`config.mk`:
```
export PLATFORM = sky130hd
export DESIGN_NAME = uart_out_buffer
export DESIGN_NICKNAME = d
export VERILOG_FILES = /design/src/rtl/uart_buf_pkg.sv /design/src/rtl/sync_fifo.sv /design/src/rtl/uart_out_buffer.sv
export SDC_FILE = /design/constraint.sdc
export NUM_CORES = 1
export LEC_CHECK = 0
export BUFFER_PORTS_ARGS = -buffer_cell sky130_fd_sc_hd__buf_4
export CAP_MARGIN = 20
export CORE_MARGIN = 4
export CORE_UTILIZATION = 45
export CTS_CLUSTER_SIZE = 28
export DETAILED_ROUTE_END_ITERATION = 7
export PLACE_DENSITY = 0.6
export SLEW_MARGIN = 20
export SYNTH_ARGS = -nofsm -noshare
export SYNTH_HDL_FRONTEND = slang
export SYNTH_SLANG_ARGS = --single-unit
```
`constraint.sdc`:
```
create_clock -name clock -period 6.8 [get_ports clock]
set_input_delay 0.34 -clock clock [delete_from_list [all_inputs] [get_ports clock]]
set_output_delay 0.34 -clock clock [all_outputs]
set_load 0.02 [all_outputs]
```
`src/rtl/uart_buf_pkg.sv`:
```
// Shared types for the UART output buffer: entry layout, drain states,
// control characters. Optional CRLF expansion: UART_OUT_CRLF_EN.
package uart_buf_pkg;

   localparam logic [7:0] CH_LF = 8'h0A;
   localparam logic [7:0] CH_CR = 8'h0D;

   typedef struct packed {
      logic [7:0] ch;
      logic       lf;
   } uart_entry_t;

   typedef enum logic {
      EMIT,
      CR
   } drain_state_t;

   function automatic uart_entry_t mk_entry(input logic [7:0] ch);
      uart_entry_t e;
      e.ch = ch;
      e.lf = (ch == CH_LF);
      return e;
   endfunction

endpackage

```
`src/rtl/sync_fifo.sv`:
```
// Synchronous FIFO with extra-bit pointers for full/empty detection.
// Head data is read straight from storage; push/pop are caller-qualified.
module sync_fifo #(
   parameter int  DEPTH   = 16,
   parameter type entry_t = logic [7:0]
) (
   input  logic                   clock,
   input  logic                   reset,
   input  logic                   i_push,
   input  entry_t                 i_data,
   input  logic                   i_pop,
   output entry_t                 o_head,
   output logic                   o_full,
   output logic                   o_empty,
   output logic [$clog2(DEPTH):0] o_level
);

   localparam int AW = $clog2(DEPTH);

   logic [AW:0] r_wr;
   logic [AW:0] r_rd;
   entry_t      r_mem [DEPTH];

   assign o_empty = (r_wr == r_rd);
   assign o_full  = (r_wr[AW] != r_rd[AW]) &&
                    (r_wr[AW-1:0] == r_rd[AW-1:0]);
   assign o_level = r_wr - r_rd;
   assign o_head  = r_mem[r_rd[AW-1:0]];

   always_ff @(posedge clock or negedge reset) begin
      if (!reset) begin
         r_wr <= '0;
         r_rd <= '0;
      end else begin
         if (i_push) r_wr <= r_wr + (AW+1)'(1);
         if (i_pop && !o_empty) r_rd <= r_rd + (AW+1)'(1);
      end
   end

   always_ff @(posedge clock) begin
      if (i_push) r_mem[r_wr[AW-1:0]] <= i_data;
   end

endmodule

```
`src/rtl/uart_out_buffer.sv`:
```
// Buffers SimTop UART characters, tags line ends, counts drops and lines.
// Define UART_OUT_CRLF_EN to expand LF into a CR,LF beat pair.
module uart_out_buffer
   import uart_buf_pkg::*;
#(
   parameter int DEPTH        = 16,
   parameter int IDLE_TIMEOUT = 1024,
   parameter int CNT_W        = 32
) (
   input  logic                   clock,
   input  logic                   reset,
   input  logic                   in_valid,
   input  logic [7:0]             in_ch,
   output logic                   out_valid,
   input  logic                   out_ready,
   output logic [7:0]             out_ch,
   output logic                   out_last,
   output logic [$clog2(DEPTH):0] level,
   output logic [CNT_W-1:0]       drop_cnt,
   output logic [CNT_W-1:0]       line_cnt
);

   localparam int LW = $clog2(DEPTH) + 1;
   localparam int TW = $clog2(IDLE_TIMEOUT + 1);
   localparam logic [TW-1:0] T_MAX = TW'(IDLE_TIMEOUT);

   uart_entry_t      w_head;
   logic             w_full;
   logic             w_empty;
   logic [LW-1:0]    w_level;
   logic             w_hs;
   logic             w_pop;
   logic             w_push;
   logic             w_one;
   logic             w_split;

   logic [TW-1:0]    r_timer;
   logic             r_force;
   logic [CNT_W-1:0] r_drop;
   logic [CNT_W-1:0] r_line;

   sync_fifo #(
      .DEPTH   (DEPTH),
      .entry_t (uart_entry_t)
   ) u_fifo (
      .clock   (clock),
      .reset   (reset),
      .i_push  (w_push),
      .i_data  (mk_entry(in_ch)),
      .i_pop   (w_pop),
      .o_head  (w_head),
      .o_full  (w_full),
      .o_empty (w_empty),
      .o_level (w_level)
   );

   assign out_valid = !w_empty;
   assign level     = w_level;
   assign drop_cnt  = r_drop;
   assign line_cnt  = r_line;
   assign w_one     = (w_level == LW'(1));
   assign w_hs      = out_valid && out_ready;
   assign w_pop     = w_hs && !w_split;
   assign w_push    = in_valid && (!w_full || w_pop);

`ifdef UART_OUT_CRLF_EN
   drain_state_t r_state;

   // An LF head first goes out as CR without leaving the FIFO
   assign w_split = w_head.lf && (r_state == EMIT);

   always_ff @(posedge clock or negedge reset) begin
      if (!reset) begin
         r_state <= EMIT;
      end else begin
         unique case (r_state)
            EMIT: if (w_hs && w_head.lf) r_state <= CR;
            CR:   if (w_hs) r_state <= EMIT;
         endcase
      end
   end
`else
   assign w_split = 1'b0;
`endif

   always_comb begin
      out_ch   = 8'h00;
      out_last = 1'b0;
      if (out_valid) begin
         out_ch   = w_split ? CH_CR : w_head.ch;
         out_last = !w_split && (w_head.lf || (r_force && w_one));
      end
   end

   // force_last belongs to the newest entry; it dies with a push or its pop
   always_ff @(posedge clock or negedge reset) begin
      if (!reset) begin
         r_timer <= '0;
         r_force <= 1'b0;
      end else if (w_push) begin
         r_timer <= '0;
         r_force <= 1'b0;
      end else begin
         if (w_pop && w_one) r_force <= 1'b0;
         if (w_empty) begin
            r_timer <= '0;
         end else if (r_timer != T_MAX) begin
            r_timer <= r_timer + TW'(1);
            if (r_timer == T_MAX - TW'(1)) r_force <= 1'b1;
         end
      end
   end

   always_ff @(posedge clock or negedge reset) begin
      if (!reset) begin
         r_drop <= '0;
         r_line <= '0;
      end else begin
         if (in_valid && !w_push && !(&r_drop))
            r_drop <= r_drop + CNT_W'(1);
         if (w_hs && out_last && !(&r_line))
            r_line <= r_line + CNT_W'(1);
      end
   end

endmodule

```
==> metrics.txt, run 1 <==
# TYPE chip_impl_metric gauge
chip_impl_metric{name="synth_async_reset_ratio",unit=""} 0.3739
chip_impl_info{name="outcome",value="complete, no violations"} 1
chip_impl_metric{name="arrival_time_of_data_at_the_critical_path_endpoint",unit="ns"} 3.80
chip_impl_metric{name="switching_share",unit=""} 0.3311
chip_impl_metric{name="postSynthAreaPerCell",unit="um^2"} 15.26
chip_impl_metric{name="syn_inst",unit=""} 654
chip_impl_metric{name="grt_antenna_before_repair",unit=""} 0
chip_impl_metric{name="cts-buffers-inserted",unit=""} 25
chip_impl_info{name="clock_tree.root_cell",value="sky130_fd_sc_hd__clkbuf_16"} 1
chip_impl_metric{name="post-dp-hpwl",unit="um"} 14100
chip_impl_metric{name="layout_setup_ws",unit="ns"} 2.661
chip_impl_metric{name="die_area",unit="um^2"} 24630
chip_impl_metric{name="cts-htree-levels",unit=""} 1
chip_impl_metric{name="fp.dieH",unit="um"} 156.9
chip_impl_metric{name="timing.setup.tns",unit="ns"} 0
chip_impl_metric{name="grt_start_max_net_pins",unit=""} 65
chip_impl_metric{name="gr-usage-all-layers",unit=""} 0.1695
chip_impl_metric{name="yosys_register_bits",unit=""} 230
chip_impl_metric{name="hold_slack",unit="ns"} 0.1452
chip_impl_metric{name="synth.yosys.seq_area_share",unit=""} 0.6489
chip_impl_metric{name="final_min_period_over_clock_period",unit=""} 0.6087
chip_impl_metric{name="wl_per_cell",unit="um"} 20.00
chip_impl_info{name="synth_top_cell_by_area",value="sky130_fd_sc_hd__edfxtp_1"} 1
chip_impl_metric{name="num_antenna_cells",unit=""} 0
chip_impl_metric{name="critical_path_required",unit="ns"} 6.46
chip_impl_metric{name="finalCriticalPeriod",unit="ns"} 4.139
chip_impl_metric{name="skew",unit="ns"} 0.009171
chip_impl_metric{name="max_freq",unit="GHz"} 0.2416
chip_impl_metric{name="initialDrtViolationCount",unit=""} 372
chip_impl_metric{name="globalplace.congestion",unit=""} 0.7927
chip_impl_metric{name="ys_warns",unit=""} 0
chip_impl_metric{name="finalPower",unit="mW"} 4.509
chip_impl_metric{name="max_slew_margin",unit=""} 0.3433
chip_impl_metric{name="initial_core_util",unit=""} 0.4573
chip_impl_metric{name="drcViolationCount",unit=""} 0
chip_impl_info{name="synth.top_cells.by_count",value="sky130_fd_sc_hd__edfxtp_1, sky130_fd_sc_hd__dfrtp_1, sky130_fd_sc_hd__xor2_1"} 1
chip_impl_metric{name="placement.setup.worst_slack",unit="ns"} 3.147
chip_impl_info{name="grt_setup_unrepaired",value="no"} 1
chip_impl_metric{name="worstPathMaxFanout",unit=""} 32
chip_impl_info{name="timing.rr.start",value="u_fifo.r_rd[0]"} 1
chip_impl_metric{name="ir_worst_vdd",unit="V"} 0.0001768
chip_impl_info{name="ys.flop_type",value="sky130_fd_sc_hd__edfxtp_1"} 1
chip_impl_metric{name="syn_area",unit="um^2"} 9981
chip_impl_metric{name="hold_viol_final",unit=""} 0
chip_impl_metric{name="antenna_violating_nets_post_route",unit=""} 0
chip_impl_metric{name="power.clock.fraction",unit=""} 0.281
chip_impl_metric{name="synth_edf_count",unit=""} 144
chip_impl_metric{name="synthDominantCellAreaShare",unit=""} 0.4332
chip_impl_metric{name="grt_overflow",unit=""} 0
chip_impl_info{name="critPathCaptureType",value="output pin"} 1
chip_impl_metric{name="postCtsSetupRepairBufs",unit=""} 0
chip_impl_metric{name="power.internal",unit="mW"} 3.016
chip_impl_metric{name="power.share.combinational",unit=""} 0.327
chip_impl_metric{name="setup.reg_to_reg.worst_slack",unit="ns"} 3.19
chip_impl_metric{name="clkLatencyLatePin",unit="ns"} 0.51
chip_impl_metric{name="total_leakage_power",unit="nW"} 4.666
chip_impl_metric{name="netSwitchingPower",unit="mW"} 1.493
chip_impl_metric{name="post_synth_num_cell_types",unit=""} 46
chip_impl_metric{name="grt_first_pass_wirelength",unit="um"} 32850
chip_impl_metric{name="dr.pass1.iters",unit=""} 4
chip_impl_metric{name="core_area",unit="um^2"} 21820
chip_impl_info{name="tritoncts_clock_tree",value="built"} 1
chip_impl_metric{name="overall_die_width",unit="um"} 156.9
chip_impl_metric{name="area_delta_synth_final",unit="%"} 17.43
chip_impl_metric{name="post_cts_resized",unit=""} 0
chip_impl_metric{name="layout-drive-gt1-share",unit=""} 0.2490
chip_impl_metric{name="fillers",unit=""} 1778
chip_impl_metric{name="power-per-cell-area",unit="nW/um^2"} 384.7
chip_impl_info{name="netlist_top_cells_area",value="sky130_fd_sc_hd__edfxtp_1, sky130_fd_sc_hd__dfrtp_1, sky130_fd_sc_hd__mux4_2"} 1
chip_impl_info{name="min-delay-path-class",value="input port to register"} 1
chip_impl_metric{name="cap_viol_max_count",unit=""} 0
chip_impl_metric{name="postSynthNetCount",unit=""} 680
chip_impl_info{name="critical_path.startpoint_type",value="register"} 1
chip_impl_metric{name="finalWirelength",unit="um"} 21100
chip_impl_metric{name="boundaryPins",unit=""} 91
chip_impl_metric{name="vias",unit=""} 5759
chip_impl_metric{name="clk_path_buf_depth",unit=""} 3
chip_impl_info{name="synth_most_common_cell",value="sky130_fd_sc_hd__edfxtp_1"} 1
chip_impl_metric{name="std_cell_rows",unit=""} 54
chip_impl_metric{name="finalMaxSlewViolations",unit=""} 0
chip_impl_info{name="timing.critical_path.from",value="u_fifo.r_rd[0]"} 1
chip_impl_metric{name="finalSetupViolCount",unit=""} 0
chip_impl_metric{name="first_global_vias",unit=""} 5882
chip_impl_metric{name="design.final.nets",unit=""} 783
chip_impl_info{name="worst_r2r_endpoint",value="line_cnt[1]"} 1
chip_impl_metric{name="rr_worst_depth",unit=""} 7
chip_impl_metric{name="max_slew.worst_pin.slew",unit="ns"} 0.9851
chip_impl_info{name="crit_path_end",value="out_last"} 1
chip_impl_metric{name="clk_transition_reported_paths",unit="ns"} 0.06
chip_impl_metric{name="seq_power_share",unit=""} 0.392
chip_impl_info{name="critical_path_class",value="register to output pin"} 1
chip_impl_metric{name="portBuffers",unit=""} 90
chip_impl_metric{name="numClockSinks",unit=""} 230
chip_impl_metric{name="avgViaCountPerCell",unit=""} 5.459
-- cells in the final DEF, fill, tap and decap left out, types with 3 or more instances in the layout --
| cell type | instances |
|---|---|
| sky130_fd_sc_hd__a21oi_1 | 3 |
| sky130_fd_sc_hd__and2_1 | 22 |
| sky130_fd_sc_hd__and3_1 | 14 |
| sky130_fd_sc_hd__and4_1 | 9 |
| sky130_fd_sc_hd__buf_4 | 94 |
| sky130_fd_sc_hd__clkbuf_1 | 3 |
| sky130_fd_sc_hd__clkbuf_16 | 25 |
| sky130_fd_sc_hd__clkinv_1 | 3 |
| sky130_fd_sc_hd__clkinv_2 | 9 |
| sky130_fd_sc_hd__dfrtp_1 | 85 |
| sky130_fd_sc_hd__edfxtp_1 | 144 |
| sky130_fd_sc_hd__ha_1 | 13 |
| sky130_fd_sc_hd__inv_1 | 13 |
| sky130_fd_sc_hd__mux2i_1 | 3 |
| sky130_fd_sc_hd__mux4_2 | 44 |
| sky130_fd_sc_hd__nand2_1 | 33 |
| sky130_fd_sc_hd__nand3_1 | 40 |
| sky130_fd_sc_hd__nand4_1 | 19 |
| sky130_fd_sc_hd__nor2_1 | 31 |
| sky130_fd_sc_hd__nor2b_1 | 8 |
| sky130_fd_sc_hd__nor3_1 | 28 |
| sky130_fd_sc_hd__nor3b_1 | 5 |
| sky130_fd_sc_hd__nor4_1 | 4 |
| sky130_fd_sc_hd__nor4_2 | 3 |
| sky130_fd_sc_hd__o21ai_0 | 4 |
| sky130_fd_sc_hd__xnor2_1 | 35 |
| sky130_fd_sc_hd__xor2_1 | 47 |
-- worst max-delay path, stage by stage (launching register included) --
cell,delay [ns]
sky130_fd_sc_hd__dfrtp_2,0.82
sky130_fd_sc_hd__buf_4,0.51
sky130_fd_sc_hd__mux4_2,0.57
sky130_fd_sc_hd__mux2i_1,0.15
sky130_fd_sc_hd__mux2i_1,0.13
sky130_fd_sc_hd__a31oi_4,0.79
sky130_fd_sc_hd__nor2_1,0.09
sky130_fd_sc_hd__buf_4,0.20
-- repair_timing --
action | CTS | global route
hold endpoints to repair | 22 | 0
setup endpoints to repair | 0 | 0
hold buffers | 1 | 0
-- routing by layer --
layer | share of wire | routed length [um] | track usage | up-vias
li1 | - | - | - | 2661
met1 | 0.45 | 9431 | 0.2429 | 2947
met2 | 0.49 | 10280 | 0.2756 | 118
met3 | 0.051 | 1066 | 0.03134 | 33
met4 | 0.015 | 321 | 0.03430 | 0
met5 | 0 | 0 | 0 | -
-- power by group through the flow --
stage          registers [mW]  clock network, mW  logic, mW
2_1_floorplan            1.75                  0       1.04
3_3_place_gp             1.79                  0       1.47
3_5_place_dp             1.80                  0       1.49
4_1_cts                  1.77               1.29       1.50
5_1_grt                  1.79               1.36       1.60
6_report                 1.77               1.27       1.47
-- kinds of logic (layout without fill, tap and decap cells) --
kind of cell | Yosys count | count (layout) | share of synthesized area
AO/OA/AOI/OAI | 17 | 17 | 0.01329
XOR/XNOR | 82 | 82 | 0.07196
adder cells (fa/ha/maj) | 14 | 14 | 0.01830
buffers and inverters | 32 | 153 | 0.01504
flip-flops | 230 | 230 | 0.6489
multiplexers | 50 | 50 | 0.1057
AND/OR/NAND/NOR | 229 | 229 | 0.1269
-- through the flow --
| stage | std cells | util | instance area (um^2) |
|---|---|---|---|
| after global routing | 1055 | 0.5370 | 11720 |
| after global placement | 1008 | 0.5008 | 10930 |
| after floorplan | 654 | - | 9981 |
| after detailed placement | 1008 | 0.5009 | 10930 |
| after CTS | 1054 | 0.5366 | 11710 |
| final | 1055 | 0.5370 | 11720 |
-- worst min path at each step --
stage                                endpoint     start  slack [ns]  cells past startpoint
after floorplan                   drop_cnt[0]     reset        0.04                      0
after global placement           line_cnt[11]     reset        0.25                      1
after detailed placement         line_cnt[11]     reset        0.25                      1
after CTS                 u_fifo.r_mem[13][3]  in_ch[2]        0.13                      1
after global routing       u_fifo.r_mem[8][3]  in_ch[2]        0.14                      1
final                     u_fifo.r_mem[12][3]  in_ch[2]        0.15                      1
-- final cells by class --
| class | instances | area (um^2) | share of cell area |
|---|---|---|---|
| inverter | 13 | 48.80 | 0.004164 |
| multi-input combinational | 392 | 3359 | 0.2866 |
| clock buffer | 30 | 664.4 | 0.05669 |
| timing repair buffer | 95 | 715.7 | 0.06107 |
| tap | 280 | 350.3 | 0.02989 |
| clock inverter | 15 | 103.9 | 0.008861 |
| sequential | 230 | 6477 | 0.5527 |
-- sequential cells by signal, indices dropped and copies added, names as in the netlist --
register,cells
u_fifo.r_wr,5
r_timer,11
r_force,1
u_fifo.r_rd,5
u_fifo.r_mem,144
drop_cnt,32
line_cnt,32
(Power assumes the default switching activity.)
==> run 2: changes to the inputs <==
--- a/config.mk
+++ b/config.mk
@@ -5,13 +5,14 @@
 export SDC_FILE = /design/constraint.sdc
 export NUM_CORES = 1
 export LEC_CHECK = 0
+export ABC_AREA = 1
 export BUFFER_PORTS_ARGS = -buffer_cell sky130_fd_sc_hd__buf_4
 export CAP_MARGIN = 20
 export CORE_MARGIN = 4
 export CORE_UTILIZATION = 45
 export CTS_CLUSTER_SIZE = 28
 export DETAILED_ROUTE_END_ITERATION = 7
-export PLACE_DENSITY = 0.6
+export PLACE_DENSITY = 0.62
 export SLEW_MARGIN = 20
 export SYNTH_ARGS = -nofsm -noshare
 export SYNTH_HDL_FRONTEND = slang
==> constraint.sdc (replaced) <==
create_clock -name clock -period 3.7 [get_ports clock]
set_input_delay 0.185 -clock clock [delete_from_list [all_inputs] [get_ports clock]]
set_output_delay 0.185 -clock clock [all_outputs]
set_load 0.02 [all_outputs]
==> metrics.txt, run 2 <==
# TYPE chip_impl_metric gauge
chip_impl_metric{name="synth_async_reset_ratio",unit=""} 0.3739
chip_impl_metric{name="cts-buffers-inserted",unit=""} 25
chip_impl_metric{name="finalCriticalPeriod",unit="ns"} 2.955
chip_impl_metric{name="placement.setup.worst_slack",unit="ns"} 0.9344
chip_impl_metric{name="gr-usage-all-layers",unit=""} 0.2066
chip_impl_metric{name="yosys.area_share.xor_xnor",unit=""} 0.03616
chip_impl_metric{name="finalSetupViolCount",unit=""} 0
chip_impl_metric{name="postLayoutCellArea",unit="um^2"} 13080
chip_impl_metric{name="worstPathMaxFanout",unit=""} 4
chip_impl_metric{name="std_cell_rows",unit=""} 57
chip_impl_info{name="critical_path.startpoint_type",value="register"} 1
chip_impl_metric{name="grt_first_pass_wirelength",unit="um"} 45120
chip_impl_metric{name="share_of_the_synthesized_area_in_compound_gates_ao_oa_aoi_oai",unit=""} 0.06535
chip_impl_info{name="synth_most_common_cell",value="sky130_fd_sc_hd__nand2_1"} 1
chip_impl_info{name="outcome",value="complete, no violations"} 1
chip_impl_metric{name="avgViaCountPerCell",unit=""} 5.261
chip_impl_info{name="layout_commonest_cell",value="sky130_fd_sc_hd__nand2_1"} 1
chip_impl_metric{name="syn_inst",unit=""} 1210
chip_impl_info{name="min-delay-path-class",value="input port to register"} 1
chip_impl_metric{name="yosys_register_bits",unit=""} 230
chip_impl_metric{name="dr_wl_met2",unit="um"} 12770
chip_impl_metric{name="grt_start_max_net_pins",unit=""} 76
chip_impl_metric{name="synth_edf_count",unit=""} 144
chip_impl_metric{name="skew",unit="ns"} 0.01380
chip_impl_info{name="clock_tree.root_cell",value="sky130_fd_sc_hd__clkbuf_16"} 1
chip_impl_metric{name="synth.mux.area_fraction",unit=""} 0
chip_impl_metric{name="dr.pass1.iters",unit=""} 5
chip_impl_metric{name="portBuffers",unit=""} 90
chip_impl_metric{name="ys_warns",unit=""} 0
chip_impl_metric{name="synth.yosys.seq_area_share",unit=""} 0.5812
chip_impl_metric{name="cts-htree-levels",unit=""} 1
chip_impl_metric{name="ir_worst_vdd",unit="V"} 0.0004176
chip_impl_metric{name="postSynthNetCount",unit=""} 1236
chip_impl_info{name="ys.flop_type",value="sky130_fd_sc_hd__edfxtp_1"} 1
chip_impl_metric{name="critical_path_required",unit="ns"} 3.51
chip_impl_metric{name="overall_die_width",unit="um"} 165.4
chip_impl_metric{name="drcViolationCount",unit=""} 0
chip_impl_metric{name="final_min_period_over_clock_period",unit=""} 0.7987
chip_impl_metric{name="wl_per_cell",unit="um"} 16.74
chip_impl_metric{name="post_synth_num_cell_types",unit=""} 37
chip_impl_metric{name="post-dp-hpwl",unit="um"} 18100
chip_impl_info{name="combinational_family_with_the_most_area_after_synthesis",value="simple AND/OR/NAND/NOR gates"} 1
chip_impl_metric{name="postCtsSetupRepairBufs",unit=""} 0
chip_impl_metric{name="globalplace.congestion",unit=""} 0.8495
chip_impl_metric{name="synth_adder_area_share",unit=""} 0.01639
chip_impl_info{name="synth.top_cells.by_count",value="sky130_fd_sc_hd__nand2_1, sky130_fd_sc_hd__nor2_1, sky130_fd_sc_hd__edfxtp_1"} 1
chip_impl_metric{name="wire_length_on_met3",unit="um"} 1711
chip_impl_metric{name="flip_flop_count_of_the_largest_register_all_copies_and_words_added",unit=""} 144
chip_impl_info{name="critPathCaptureType",value="output pin"} 1
chip_impl_metric{name="finalMaxSlewViolations",unit=""} 0
chip_impl_metric{name="hold_fix_buffers_at_cts",unit=""} 7
chip_impl_metric{name="design.final.nets",unit=""} 1341
chip_impl_metric{name="max_slew_margin",unit=""} 0.3626
chip_impl_info{name="mostFrequentLayoutCells",value="sky130_fd_sc_hd__nand2_1, sky130_fd_sc_hd__nor2_1, sky130_fd_sc_hd__edfxtp_1"} 1
chip_impl_metric{name="power-per-cell-area",unit="nW/um^2"} 694.8
chip_impl_metric{name="fp.dieH",unit="um"} 165.4
chip_impl_metric{name="postSynthAreaPerCell",unit="um^2"} 9.209
chip_impl_metric{name="antenna_violating_nets_post_route",unit=""} 0
chip_impl_info{name="critical_path_class",value="register to output pin"} 1
chip_impl_info{name="synth_top_cell_by_area",value="sky130_fd_sc_hd__edfxtp_1"} 1
chip_impl_metric{name="area_fraction_in_and_or_nand_and_nor_cells_after_synthesis",unit=""} 0.2560
chip_impl_metric{name="placement.cell_area",unit="um^2"} 12200
chip_impl_metric{name="syn_area",unit="um^2"} 11140
chip_impl_metric{name="synthDominantCellAreaShare",unit=""} 0.3881
chip_impl_metric{name="fillers",unit=""} 2207
chip_impl_metric{name="layout-drive-gt1-share",unit=""} 0.1291
chip_impl_info{name="route.top_layer_used",value="met4"} 1
chip_impl_metric{name="total_leakage_power",unit="nW"} 5.406
chip_impl_metric{name="initial_core_util",unit=""} 0.4582
chip_impl_metric{name="area_delta_synth_final",unit="%"} 17.36
chip_impl_metric{name="timing.setup.tns",unit="ns"} 0
chip_impl_metric{name="post_cts_resized",unit=""} 0
chip_impl_metric{name="arrival_time_of_data_at_the_critical_path_endpoint",unit="ns"} 2.77
chip_impl_info{name="grt_setup_unrepaired",value="no"} 1
chip_impl_metric{name="numClockSinks",unit=""} 230
chip_impl_metric{name="die_area",unit="um^2"} 27340
chip_impl_info{name="tritoncts_clock_tree",value="built"} 1
chip_impl_metric{name="grt_overflow",unit=""} 0
chip_impl_metric{name="layout_setup_ws",unit="ns"} 0.7449
chip_impl_metric{name="core_area",unit="um^2"} 24320
chip_impl_metric{name="cap_viol_max_count",unit=""} 0
chip_impl_metric{name="max_slew.worst_pin.slew",unit="ns"} 0.9525
chip_impl_metric{name="clk_transition_reported_paths",unit="ns"} 0.06
chip_impl_metric{name="num_antenna_cells",unit=""} 0
chip_impl_metric{name="boundaryPins",unit=""} 91
chip_impl_metric{name="clk_path_buf_depth",unit=""} 3
chip_impl_metric{name="first_global_vias",unit=""} 8592
chip_impl_metric{name="grt_antenna_before_repair",unit=""} 0
chip_impl_metric{name="finalWirelength",unit="um"} 27730
chip_impl_info{name="netlist_top_cells_area",value="sky130_fd_sc_hd__edfxtp_1, sky130_fd_sc_hd__dfrtp_1, sky130_fd_sc_hd__nand2_1"} 1
chip_impl_metric{name="initialDrtViolationCount",unit=""} 753
chip_impl_metric{name="detail_route.wirelength.met1",unit="um"} 12800
chip_impl_metric{name="vias",unit=""} 8712
chip_impl_metric{name="max_freq",unit="GHz"} 0.3384
chip_impl_metric{name="clkLatencyLatePin",unit="ns"} 0.53
chip_impl_metric{name="hold_viol_final",unit=""} 0
[run 2: cell count changes in the layout (fill, tap and decap cells not counted), sizes merged, moves of 15 or more]
| cell | delta |
|---|---|
| buf | +21 |
| and2 | -22 |
| nor2 | +166 |
| mux4 | -44 |
| nand4 | +30 |
| o21ai | +75 |
| o22ai | +18 |
| nand3b | +17 |
| nand2 | +306 |
| nor3 | -15 |
| xnor2 | -24 |
| inv | +62 |
[run 2: worst paths after layout]
check	endpoint	cells past startpoint	startpoint	slack, ns
max in group asynchronous	drop_cnt[21]	3	reset	2.52
setup / recovery	out_last	9	u_fifo.r_wr[0]	0.74
min in group asynchronous	line_cnt[4]	2	reset	0.29
hold / removal	u_fifo.r_mem[9][4]	1	in_ch[3]	0.01
setup reg to reg	line_cnt[11]	11	u_fifo.r_wr[0]	0.93
hold reg to reg	u_fifo.r_wr[4]	1	u_fifo.r_wr[4]	0.49
[run 2: through the flow]
| step | hold WS [ns] | utilization | std cells | power (mW) |
|---|---|---|---|---|
| floorplan | -0.1106 | - | 1210 | 5.479 |
| global placement | 0.3392 | 0.5018 | 1605 | 6.659 |
| detailed placement | 0.3467 | 0.5018 | 1605 | 6.688 |
| CTS | 0.002539 | 0.5377 | 1656 | 9.174 |
| global route | 0.006072 | 0.5377 | 1656 | 9.667 |
| finish | 0.01429 | 0.5377 | 1656 | 9.086 |
[run 2: logic make-up (layout without fill, tap and decap cells)]
kind of cell / count (synthesis) / count (layout)
AND/OR/NAND/NOR: 670 / 670
adder cells (fa/ha/maj): 14 / 14
flip-flops: 230 / 230
XOR/XNOR: 46 / 46
AO/OA/AOI/OAI: 131 / 131
buffers and inverters: 119 / 241
[run 2: critical path, cell delays in order (launching register included)]
cell and delay [ns]:
sky130_fd_sc_hd__dfrtp_1 0.41, sky130_fd_sc_hd__inv_1 0.15, sky130_fd_sc_hd__ha_1 0.17, sky130_fd_sc_hd__inv_1 0.05
sky130_fd_sc_hd__fa_1 0.45, sky130_fd_sc_hd__or2_1 0.22, sky130_fd_sc_hd__nor2_1 0.14, sky130_fd_sc_hd__nand4_1 0.16
sky130_fd_sc_hd__a21oi_1 0.29, sky130_fd_sc_hd__buf_4 0.20
[run 2: power by group]
part | switching [mW] | leakage, nW | internal [mW]
clock network | 1.00 | 0.398 | 1.45
registers | 0.185 | 2.45 | 3.03
logic | 2.32 | 2.56 | 1.10
total | 3.50 | 5.41 | 5.58
[run 2: cell type report]
type,instances,area [um^2],area share
clock inverter,14,160.2,0.01225
multi-input combinational,861,4175,0.3193
inverter,75,281.5,0.02153
tap,324,405.4,0.03100
clock buffer,30,644.4,0.04927
sequential,230,6477,0.4953
timing repair buffer,122,933.4,0.07137
[run 2: layer usage]
layer / vias to the layer above / global-route usage
met5: - / 0
met3: 36 / 0.03202
met1: 4154 / 0.2998
li1: 4289 / -
met4: 0 / 0.04312
met2: 233 / 0.3322
==> run 3: changes to the inputs <==
==> constraint.sdc (replaced) <==
create_clock -name clock -period 2.5 [get_ports clock]
set_input_delay 0.125 -clock clock [delete_from_list [all_inputs] [get_ports clock]]
set_output_delay 0.125 -clock clock [all_outputs]
set_load 0.02 [all_outputs]
==> metrics.txt, run 3 (synthesized netlist as in run 2, its figures left out) <==
# TYPE chip_impl_metric gauge
chip_impl_metric{name="die_area",unit="um^2"} 27340
chip_impl_info{name="worstHoldEndpoint",value="u_fifo.r_wr[1]"} 1
chip_impl_metric{name="arrival_time_of_data_at_the_critical_path_endpoint",unit="ns"} 2.51
chip_impl_metric{name="num_antenna_cells",unit=""} 0
chip_impl_metric{name="final_min_period_over_clock_period",unit=""} 1.055
chip_impl_metric{name="wl_per_cell",unit="um"} 17.77
chip_impl_metric{name="stdcell_count",unit=""} 1703
chip_impl_info{name="hold_path_start",value="in_valid"} 1
chip_impl_metric{name="dp.cells",unit=""} 1623
chip_impl_metric{name="setup.reg_to_reg.worst_slack",unit="ns"} -0.01
chip_impl_metric{name="hold_viol_final",unit=""} 0
chip_impl_metric{name="grt_overflow",unit=""} 0
chip_impl_metric{name="first_global_vias",unit=""} 8661
chip_impl_metric{name="portBuffers",unit=""} 90
chip_impl_metric{name="critical_path_required",unit="ns"} 2.38
chip_impl_metric{name="antenna_violating_nets_post_route",unit=""} 0
chip_impl_metric{name="max_slew_margin",unit=""} 0.4756
chip_impl_metric{name="cap_viol_max_count",unit=""} 0
chip_impl_metric{name="initialDrtViolationCount",unit=""} 789
chip_impl_metric{name="grt_start_max_net_pins",unit=""} 57
chip_impl_info{name="violations_in_the_final_reports",value="negative setup slack"} 1
chip_impl_metric{name="post-dp-hpwl",unit="um"} 18620
chip_impl_info{name="worst_r2r_endpoint",value="line_cnt[8]"} 1
chip_impl_metric{name="drcViolationCount",unit=""} 0
chip_impl_metric{name="finalCriticalPeriod",unit="ns"} 2.639
chip_impl_info{name="outcome",value="finished with violations"} 1
chip_impl_metric{name="clkLatencyLatePin",unit="ns"} 0.53
chip_impl_metric{name="max_slew.worst_pin.slew",unit="ns"} 0.7866
chip_impl_metric{name="power-per-cell-area",unit="nW/um^2"} 1076
chip_impl_metric{name="core_area",unit="um^2"} 24320
chip_impl_info{name="critPathCaptureType",value="output pin"} 1
chip_impl_metric{name="clk_path_buf_depth",unit=""} 3
chip_impl_metric{name="clk_transition_reported_paths",unit="ns"} 0.06
chip_impl_info{name="layout_commonest_cell",value="sky130_fd_sc_hd__nand2_1"} 1
chip_impl_metric{name="numClockSinks",unit=""} 230
chip_impl_metric{name="std_cell_rows",unit=""} 57
chip_impl_metric{name="cts-buffers-inserted",unit=""} 25
chip_impl_metric{name="flip_flop_count_of_the_largest_register_all_copies_and_words_added",unit=""} 144
chip_impl_metric{name="min_delay_path_depth",unit=""} 4
chip_impl_metric{name="area_delta_synth_final",unit="%"} 23.59
chip_impl_metric{name="gr-usage-all-layers",unit=""} 0.2173
chip_impl_metric{name="total_leakage_power",unit="nW"} 5.723
chip_impl_info{name="mostFrequentLayoutCells",value="sky130_fd_sc_hd__nand2_1, sky130_fd_sc_hd__nor2_1, sky130_fd_sc_hd__edfxtp_1"} 1
chip_impl_info{name="tritoncts_clock_tree",value="built"} 1
chip_impl_metric{name="rr_worst_depth",unit=""} 14
chip_impl_metric{name="grt_first_pass_wirelength",unit="um"} 46930
chip_impl_metric{name="avgViaCountPerCell",unit=""} 5.324
chip_impl_metric{name="dr.pass1.iters",unit=""} 5
chip_impl_metric{name="layout_setup_ws",unit="ns"} -0.1387
chip_impl_metric{name="max_freq",unit="GHz"} 0.3790
chip_impl_info{name="timing.rr.start",value="u_fifo.r_wr[0]"} 1
chip_impl_metric{name="ir_worst_vdd",unit="V"} 0.0006108
chip_impl_metric{name="grt_antenna_before_repair",unit=""} 0
chip_impl_metric{name="boundaryPins",unit=""} 91
chip_impl_metric{name="fp.dieH",unit="um"} 165.4
chip_impl_metric{name="skew",unit="ns"} 0.01643
chip_impl_metric{name="finalPower",unit="mW"} 14.82
chip_impl_metric{name="finalWirelength",unit="um"} 30270
chip_impl_metric{name="design.final.nets",unit=""} 1386
chip_impl_info{name="critical_path_class",value="register to output pin"} 1
chip_impl_info{name="critical_path.startpoint_type",value="register"} 1
chip_impl_metric{name="globalplace.congestion",unit=""} 0.8954
chip_impl_info{name="grt_setup_unrepaired",value="yes"} 1
chip_impl_metric{name="layout-drive-gt1-share",unit=""} 0.1646
chip_impl_metric{name="overall_die_width",unit="um"} 165.4
chip_impl_metric{name="initial_core_util",unit=""} 0.4582
chip_impl_metric{name="finalSetupViolCount",unit=""} 4
chip_impl_info{name="clock_tree.root_cell",value="sky130_fd_sc_hd__clkbuf_16"} 1
chip_impl_metric{name="cts-htree-levels",unit=""} 1
chip_impl_metric{name="vias",unit=""} 9067
chip_impl_metric{name="finalMaxSlewViolations",unit=""} 0
chip_impl_metric{name="placement.setup.worst_slack",unit="ns"} 0.1027
chip_impl_info{name="min-delay-path-class",value="input port to register"} 1
chip_impl_metric{name="worstPathMaxFanout",unit=""} 2
[run 3: cell types whose count changed in the layout (fill, tap and decap cells not counted), moves of 3 or more]
cell | previous run | this run
sky130_fd_sc_hd__buf_4 | 115 | 133
sky130_fd_sc_hd__buf_12 | 0 | 5
sky130_fd_sc_hd__clkbuf_8 | 0 | 4
sky130_fd_sc_hd__clkinv_2 | 6 | 2
sky130_fd_sc_hd__clkbuf_1 | 5 | 10
sky130_fd_sc_hd__clkbuf_16 | 25 | 28
sky130_fd_sc_hd__a31oi_4 | 0 | 3
sky130_fd_sc_hd__a31oi_1 | 6 | 2
sky130_fd_sc_hd__buf_6 | 0 | 10
sky130_fd_sc_hd__buf_16 | 0 | 4
[run 3: final cells by class]
class,instances,area (um^2)
fill,2094,10550
sequential,230,6477
multi-input combinational,861,4264
timing repair buffer,167,1549
clock buffer,39,718.2
tap,324,405.4
inverter,75,294.0
clock inverter,7,63.81
[run 3: routing by layer]
metal | track usage | part of all wire
met1 | 0.3049 | 0.44
met2 | 0.3628 | 0.48
met3 | 0.02308 | 0.059
met4 | 0.05849 | 0.021
met5 | 0 | 0
[run 3: per-stage QoR]
stage | cell area, um^2 | setup TNS [ns] | hold slack [ns] | util
6_report | 13770 | -0.1550 | 0.04513 | 0.5663
3_5_place_dp | 12400 | 0 | 0.2469 | 0.5100
5_1_grt | 13770 | -3.551 | 0.06435 | 0.5663
4_1_cts | 13570 | -0.1280 | 0.03066 | 0.5582
3_3_place_gp | 12400 | 0 | 0.2494 | 0.5100
2_1_floorplan | 11150 | 0 | -0.1706 | -
[run 3: critical path, cell delays in order, from the launching register on]
cell and delay [ns]:
sky130_fd_sc_hd__dfrtp_1 0.39, sky130_fd_sc_hd__inv_2 0.09, sky130_fd_sc_hd__ha_4 0.13, sky130_fd_sc_hd__inv_2 0.04, sky130_fd_sc_hd__fa_1 0.44, sky130_fd_sc_hd__or2_1 0.25, sky130_fd_sc_hd__nor2_2 0.12, sky130_fd_sc_hd__nand4_1 0.15
sky130_fd_sc_hd__a21oi_2 0.22, sky130_fd_sc_hd__buf_4 0.17
[run 3: power breakdown]
group	total [mW]	switching [mW]	internal, mW	leakage [nW]
combinational	6.50	3.96	2.54	2.89
sequential	4.78	0.290	4.49	2.45
clock	3.54	1.47	2.07	0.378
[run 3: how the worst max path moves through the flow]
stage,from,to,slack (ns),depth (start not counted)
final,u_fifo.r_wr[0],out_last,-0.14,9
after detailed placement,u_fifo.r_wr[0],line_cnt[18],0.10,12
after global placement,u_fifo.r_wr[0],line_cnt[17],0.18,12
after global routing,u_fifo.r_wr[0],out_last,-0.21,9
after CTS,u_fifo.r_wr[0],out_last,-0.13,9
after floorplan,u_fifo.r_rd[3],u_fifo.r_mem[11][0],0.02,9
[run 3: repair_timing]
action	in CTS	in global routing
pin swaps	7	22
setup endpoints to repair	9	42
setup buffers	12	6
hold endpoints to repair	183	0
resized for setup	12	30
gates cloned	5	3
hold buffers	9	0
